### src/rtl/mem_responder_if.sv
// Bundles the CPU request/response signals and the asynchronous SRAM bus of mem_responder.
// slave is the responder's view; master is the CPU/SRAM side (used by the bench).
interface mem_responder_if;
    logic        start;
    logic [15:0] Aaddr;
    logic [15:0] Baddr;
    logic [15:0] dataWrtie;
    logic [1:0]  ExMemControl;
    logic [15:0] AmemRead;
    logic [15:0] BmemRead;
    logic        busy;
    logic        done;
    logic [15:0] ram_addr;
    logic [15:0] ram_wdata;
    logic        ram_wdata_en;
    logic [15:0] ram_rdata;
    logic        ram_ce_n;
    logic        ram_oe_n;
    logic        ram_we_n;

    modport slave (
        input  start, Aaddr, Baddr, dataWrtie, ExMemControl, ram_rdata,
        output AmemRead, BmemRead, busy, done,
               ram_addr, ram_wdata, ram_wdata_en, ram_ce_n, ram_oe_n, ram_we_n
    );

    modport master (
        output start, Aaddr, Baddr, dataWrtie, ExMemControl, ram_rdata,
        input  AmemRead, BmemRead, busy, done,
               ram_addr, ram_wdata, ram_wdata_en, ram_ce_n, ram_oe_n, ram_we_n
    );
endinterface

### src/rtl/mem_responder.sv
// Serialises one optional data access (load/store) plus one instruction fetch per CPU request
// onto a single asynchronous SRAM, with a three-phase write so address/data bracket the strobe.
module mem_responder (
    input  logic           clk,
    input  logic           rst,
    mem_responder_if.slave memBus
);
    typedef enum logic [2:0] {
        IDLE, DATA_RD, WR_SETUP, WR_PULSE, WR_HOLD, INST_RD, DONE
    } stateT;

    stateT       state, nextState;
    logic [15:0] aAddrQ, bAddrQ, wDataQ, lastAddrQ;
    logic [15:0] aReadQ, bReadQ;
    logic [15:0] ramAddr;
    logic        ceN, oeN, weN, wdataEn;
    logic        accept;

    assign accept = (state == IDLE) && memBus.start;

    always_ff @(posedge clk) begin
        if (!rst) state <= IDLE;
        else      state <= nextState;
    end

    // IDLE/DONE fall back to lastAddrQ so the SRAM address bus holds its last value.
    always_comb begin
        nextState = state;
        ceN       = 1'b1;
        oeN       = 1'b1;
        weN       = 1'b1;
        wdataEn   = 1'b0;
        ramAddr   = lastAddrQ;
        case (state)
            IDLE: begin
                if (memBus.start) begin
                    case (memBus.ExMemControl)
                        2'b01:   nextState = DATA_RD;
                        2'b10:   nextState = WR_SETUP;
                        default: nextState = INST_RD;
                    endcase
                end
            end
            DATA_RD: begin
                ceN       = 1'b0;
                oeN       = 1'b0;
                ramAddr   = aAddrQ;
                nextState = INST_RD;
            end
            WR_SETUP: begin
                ceN       = 1'b0;
                wdataEn   = 1'b1;
                ramAddr   = aAddrQ;
                nextState = WR_PULSE;
            end
            WR_PULSE: begin
                ceN       = 1'b0;
                weN       = 1'b0;
                wdataEn   = 1'b1;
                ramAddr   = aAddrQ;
                nextState = WR_HOLD;
            end
            WR_HOLD: begin
                ceN       = 1'b0;
                wdataEn   = 1'b1;
                ramAddr   = aAddrQ;
                nextState = INST_RD;
            end
            INST_RD: begin
                ceN       = 1'b0;
                oeN       = 1'b0;
                ramAddr   = bAddrQ;
                nextState = DONE;
            end
            DONE:    nextState = IDLE;
            default: nextState = IDLE;
        endcase
    end

    always_ff @(posedge clk) begin
        if (!rst) begin
            aAddrQ    <= '0;
            bAddrQ    <= '0;
            wDataQ    <= '0;
            lastAddrQ <= '0;
            aReadQ    <= '0;
            bReadQ    <= '0;
        end else begin
            lastAddrQ <= ramAddr;
            if (accept) begin
                aAddrQ <= memBus.Aaddr;
                bAddrQ <= memBus.Baddr;
                wDataQ <= memBus.dataWrtie;
            end
            if (state == DATA_RD) aReadQ <= memBus.ram_rdata;
            if (state == INST_RD) bReadQ <= memBus.ram_rdata;
        end
    end

    assign memBus.AmemRead     = aReadQ;
    assign memBus.BmemRead     = bReadQ;
    assign memBus.busy         = (state != IDLE);
    assign memBus.done         = (state == DONE);
    assign memBus.ram_addr     = ramAddr;
    assign memBus.ram_wdata    = wDataQ;
    assign memBus.ram_wdata_en = wdataEn;
    assign memBus.ram_ce_n     = ceN;
    assign memBus.ram_oe_n     = oeN;
    assign memBus.ram_we_n     = weN;
endmodule
### src/flat_wrapper.sv
// flat-port wrapper written by rule: the top's interface ports become plain ports
module mem_responder_flat 
  (clk, rst, memBus_start, memBus_Aaddr, memBus_Baddr, memBus_dataWrtie, memBus_ExMemControl, memBus_ram_rdata, memBus_AmemRead, memBus_BmemRead, memBus_busy, memBus_done, memBus_ram_addr, memBus_ram_wdata, memBus_ram_wdata_en, memBus_ram_ce_n, memBus_ram_oe_n, memBus_ram_we_n);
  mem_responder_if memBus_i ();
  input  logic clk;
  input  logic rst;
  input wire logic [$bits(memBus_i.start)-1:0] memBus_start;
  input wire logic [$bits(memBus_i.Aaddr)-1:0] memBus_Aaddr;
  input wire logic [$bits(memBus_i.Baddr)-1:0] memBus_Baddr;
  input wire logic [$bits(memBus_i.dataWrtie)-1:0] memBus_dataWrtie;
  input wire logic [$bits(memBus_i.ExMemControl)-1:0] memBus_ExMemControl;
  input wire logic [$bits(memBus_i.ram_rdata)-1:0] memBus_ram_rdata;
  output wire logic [$bits(memBus_i.AmemRead)-1:0] memBus_AmemRead;
  output wire logic [$bits(memBus_i.BmemRead)-1:0] memBus_BmemRead;
  output wire logic [$bits(memBus_i.busy)-1:0] memBus_busy;
  output wire logic [$bits(memBus_i.done)-1:0] memBus_done;
  output wire logic [$bits(memBus_i.ram_addr)-1:0] memBus_ram_addr;
  output wire logic [$bits(memBus_i.ram_wdata)-1:0] memBus_ram_wdata;
  output wire logic [$bits(memBus_i.ram_wdata_en)-1:0] memBus_ram_wdata_en;
  output wire logic [$bits(memBus_i.ram_ce_n)-1:0] memBus_ram_ce_n;
  output wire logic [$bits(memBus_i.ram_oe_n)-1:0] memBus_ram_oe_n;
  output wire logic [$bits(memBus_i.ram_we_n)-1:0] memBus_ram_we_n;
  assign memBus_i.start = memBus_start;
  assign memBus_i.Aaddr = memBus_Aaddr;
  assign memBus_i.Baddr = memBus_Baddr;
  assign memBus_i.dataWrtie = memBus_dataWrtie;
  assign memBus_i.ExMemControl = memBus_ExMemControl;
  assign memBus_i.ram_rdata = memBus_ram_rdata;
  assign memBus_AmemRead = memBus_i.AmemRead;
  assign memBus_BmemRead = memBus_i.BmemRead;
  assign memBus_busy = memBus_i.busy;
  assign memBus_done = memBus_i.done;
  assign memBus_ram_addr = memBus_i.ram_addr;
  assign memBus_ram_wdata = memBus_i.ram_wdata;
  assign memBus_ram_wdata_en = memBus_i.ram_wdata_en;
  assign memBus_ram_ce_n = memBus_i.ram_ce_n;
  assign memBus_ram_oe_n = memBus_i.ram_oe_n;
  assign memBus_ram_we_n = memBus_i.ram_we_n;
  mem_responder u_core (.clk(clk), .rst(rst), .memBus(memBus_i));
endmodule
### config.mk
export PLATFORM = sky130hd
export DESIGN_NAME = mem_responder_flat
export DESIGN_NICKNAME = d
export VERILOG_FILES = /design/src/rtl/mem_responder_if.sv /design/src/rtl/mem_responder.sv /design/src/flat_wrapper.sv
export SDC_FILE = /design/constraint.sdc
export NUM_CORES = 1
export LEC_CHECK = 0
export CAP_MARGIN = 25
export CORE_MARGIN = 5
export CORE_UTILIZATION = 35
export CTS_BUF_LIST = sky130_fd_sc_hd__clkbuf_16
export CTS_CLUSTER_DIAMETER = 40
export CTS_CLUSTER_SIZE = 8
export DETAILED_ROUTE_END_ITERATION = 8
export GPL_TIMING_DRIVEN = 0
export PLACE_DENSITY = 0.62
export SLEW_MARGIN = 20
export SYNTH_ARGS = -nofsm -noshare
export SYNTH_HDL_FRONTEND = slang
export SYNTH_SLANG_ARGS = --single-unit
### constraint.sdc
create_clock -name clk -period 2.7 [get_ports clk]
set_clock_uncertainty 0.05 [all_clocks]
set_input_delay 0.675 -clock clk [delete_from_list [all_inputs] [get_ports clk]]
set_output_delay 0.675 -clock clk [all_outputs]
set_load 0.05 [all_outputs]
==> results.cfg <==
[pwr]
leakagePower_nw = 2.24
pwr_density_cell_nw_per_um2 = 797
vdd_drop_max_mv = 0.304

[sta]
setup_violations = 0
finalHoldViolCount = 0
maxSlewViolCount = 0
relSlewSlack_pct = 58.1
post-route-period-util_pct = 99.6
fmax_ghz = 0.372
tightest_slew_ns = 0.629
fin_tns_setup_ns = 0
hold_ws_ns = 0.405
rsz0062_at_grt = yes
layout_min_cycle_time_ns = 2.69

[run]
maxCapViolCount = 0

[floorplanning]
io_pins = 139
start_util_pct = 35.5
num_rows = 40
die_w_um = 120
core_um2 = 11900
fp.dieArea_um2 = 14400
die_y_um = 120

[setup_path]
worstSetupPathType = register to primary output
critical_path.top_delay_family = buffers and inverters
crit_arrival_ns = 1.96
worstSetupEndpointType = primary output
slowest_stage = or3b_2
cp.required_ns = 1.98
crit_top_cell = buf_4
cpPeakStageDelay_ns = 0.48
cp_max_fo = 10
cp-start-kind = register
r2r_slack_ns = 1.01
crit_buf_inv = 3
path_cells = buf_4 > buf_2 > or3b_2 > o21ai_0 > a22oi_1 > buf_4

[logic_synthesis]
synthArstFlopShare_pct = 0
synthFlopType = dfxtp_1
synth_area_leaders = dfxtp_1 47%, nand2_1 14%, a21oi_1 9.8%
yosys.area.top_type = dfxtp_1
synth_cell_types = 32
syn-num-nets = 584
synth_top_area_share_pct = 46.9
syn_avg_cell_area_um2 = 8.24
synth.ff_latch_count = 99
synth_most_common_cell = nand2_1
synth_area_um2 = 4230
yosysWarnings = 0
ys_seq_area_share_pct = 46.9
synth-edff-count = 0
synth_cells = 513
synth_common_cells = 163 x nand2_1, 99 x dfxtp_1, 83 x a21oi_1, 32 x o221ai_1, 19 x clkbuf_1

[clock_tree]
clkTransAtPathRegs_ns = 0.07
clkSinkCount = 99
worstSkewPairLatency_ns = 0.35
htree_levels = 3
tritoncts = yes
cts_setup_buffers = 0
clock_path_buffers = 2
cts_root_buf = clkbuf_16
cts_buffers = 9

[routing]
wl_mm = 14.3
wire_per_inst_um = 17.5
drc = 0
first_pass_iters = 5
via_count = 4375
detail-route-antenna-nets = 0
drt_iter0_drc = 267
via_per_inst = 5.38

[layout]
final_util_pct = 53.0
nets = 733
syn2layout_area_growth_pct = 49.5
final_area_um2 = 6310
drive_gt1_share_pct = 18.6
diodes = 0

[grt]
track_usage_pct = 19.5
grt_pass1_vias = 4443
gr-total-overflow = 0
grt_pass1_wl_mm = 22.3
antenna_found_initial = 0
grt_max_degree = 16

[place]
place_area_um2 = 5790
gp_congestion = 0.854
portBuffers = 138
dpl.hpwl_mm = 10.4

[run_status]
status = complete, no violations

[worst_hold_path]
hold_class = register to register
[per-stage QoR]
stage	power [mW]	instances	worst slack [ns]
after detailed placement	3.63	798	-0.454
after CTS	4.97	813	-0.0453
after global routing	5.26	813	-0.0674
after global placement	3.61	798	-0.433
after floorplan	2.98	513	0.00890
final	5.03	813	0.0120
[metal layers]
metal	GRT usage [%]	up-vias	part of all wire, %
met3	6.64	25	8.4
met1	24.0	2072	43
met2	30.9	159	47
met4	8.30	0	2.1
met5	0	-	0
li1	-	2119	-
[final timing paths]
| path | depth (start not counted) | endpoint | from |
|---|---|---|---|
| setup / recovery | 6 | memBus_ram_addr[14] | u_core.state[1]$_SDFFE_PN0P_ |
| hold / removal | 2 | u_core.memBus.BmemRead[4]$_SDFFE_PN0N_ | u_core.memBus.BmemRead[4]$_SDFFE_PN0N_ |
| setup reg to reg | 6 | u_core.memBus.BmemRead[10]$_SDFFE_PN0N_ | u_core.state[1]$_SDFFE_PN0P_ |
| hold reg to reg | 2 | u_core.memBus.BmemRead[4]$_SDFFE_PN0N_ | u_core.memBus.BmemRead[4]$_SDFFE_PN0N_ |
[power by group]
group | total (mW) | switching [mW] | leakage, nW | internal [mW]
logic | 2.03 | 1.29 | 1.29 | 0.736
registers | 1.74 | 0.123 | 0.809 | 1.62
clock network | 1.26 | 0.558 | 0.138 | 0.707
total | 5.03 | 1.97 | 2.24 | 3.06
[logic make-up (layout without fill, tap and decap cells)]
kind of cell	count (synthesis)	in the layout	synth area share, %
AND/OR/NAND/NOR	192	192	20.6
AO/OA/AOI/OAI	166	166	25.1
flip-flops	99	99	46.9
buffers and inverters	53	206	6.51
adder cells (fa/ha/maj)	2	2	0.592
multiplexers	1	1	0.237
[layout by cell type, fill, tap and decap left out, drive strengths merged, types with 2 or more instances in the layout]
cell type	count
or3	2
clkdlybuf4s50	116
ha	2
or3b	17
inv	4
o221ai	32
clkinv	3
o21ai	17
buf	49
clkinvlp	2
a21oi	83
a22oi	16
nand2	163
dfxtp	99
clkbuf	29
a221oi	16
[state kept, by name, indices dropped and copies added, names as in the netlist]
register,flops
u_core.aAddrQ,16
u_core.bAddrQ,16
u_core.lastAddrQ,16
u_core.memBus.AmemRead,16
u_core.memBus.BmemRead,16
u_core.memBus.ram_wdata,16
u_core.state,3
[worst register-to-register path, cell delays in order, from the launching register on]
cell	delay, ns
dfxtp_1	0.34
buf_4	0.18
buf_4	0.22
nand3b_1	0.30
buf_2	0.30
nand2_1	0.09
a21oi_1	0.13
[timing repair]
action                                  CTS  global route
gates resized for setup                 155            47
pin swaps                                 0             1
cloned                                    0             1
hold buffers                              0             0
endpoints found under the setup margin   22            20
[cell type report]
| class | count | area, um^2 |
|---|---|---|
| inverter | 4 | 16.3 |
| buffer | 48 | 329 |
| fill | 1132 | 5600 |
| timing repair buffer | 139 | 1330 |
| tap | 147 | 184 |
| clock buffer | 9 | 225 |
| multi-input combinational | 361 | 2180 |
| clock inverter | 6 | 58.8 |
| sequential | 99 | 1980 |
(Power assumes the default switching activity.)
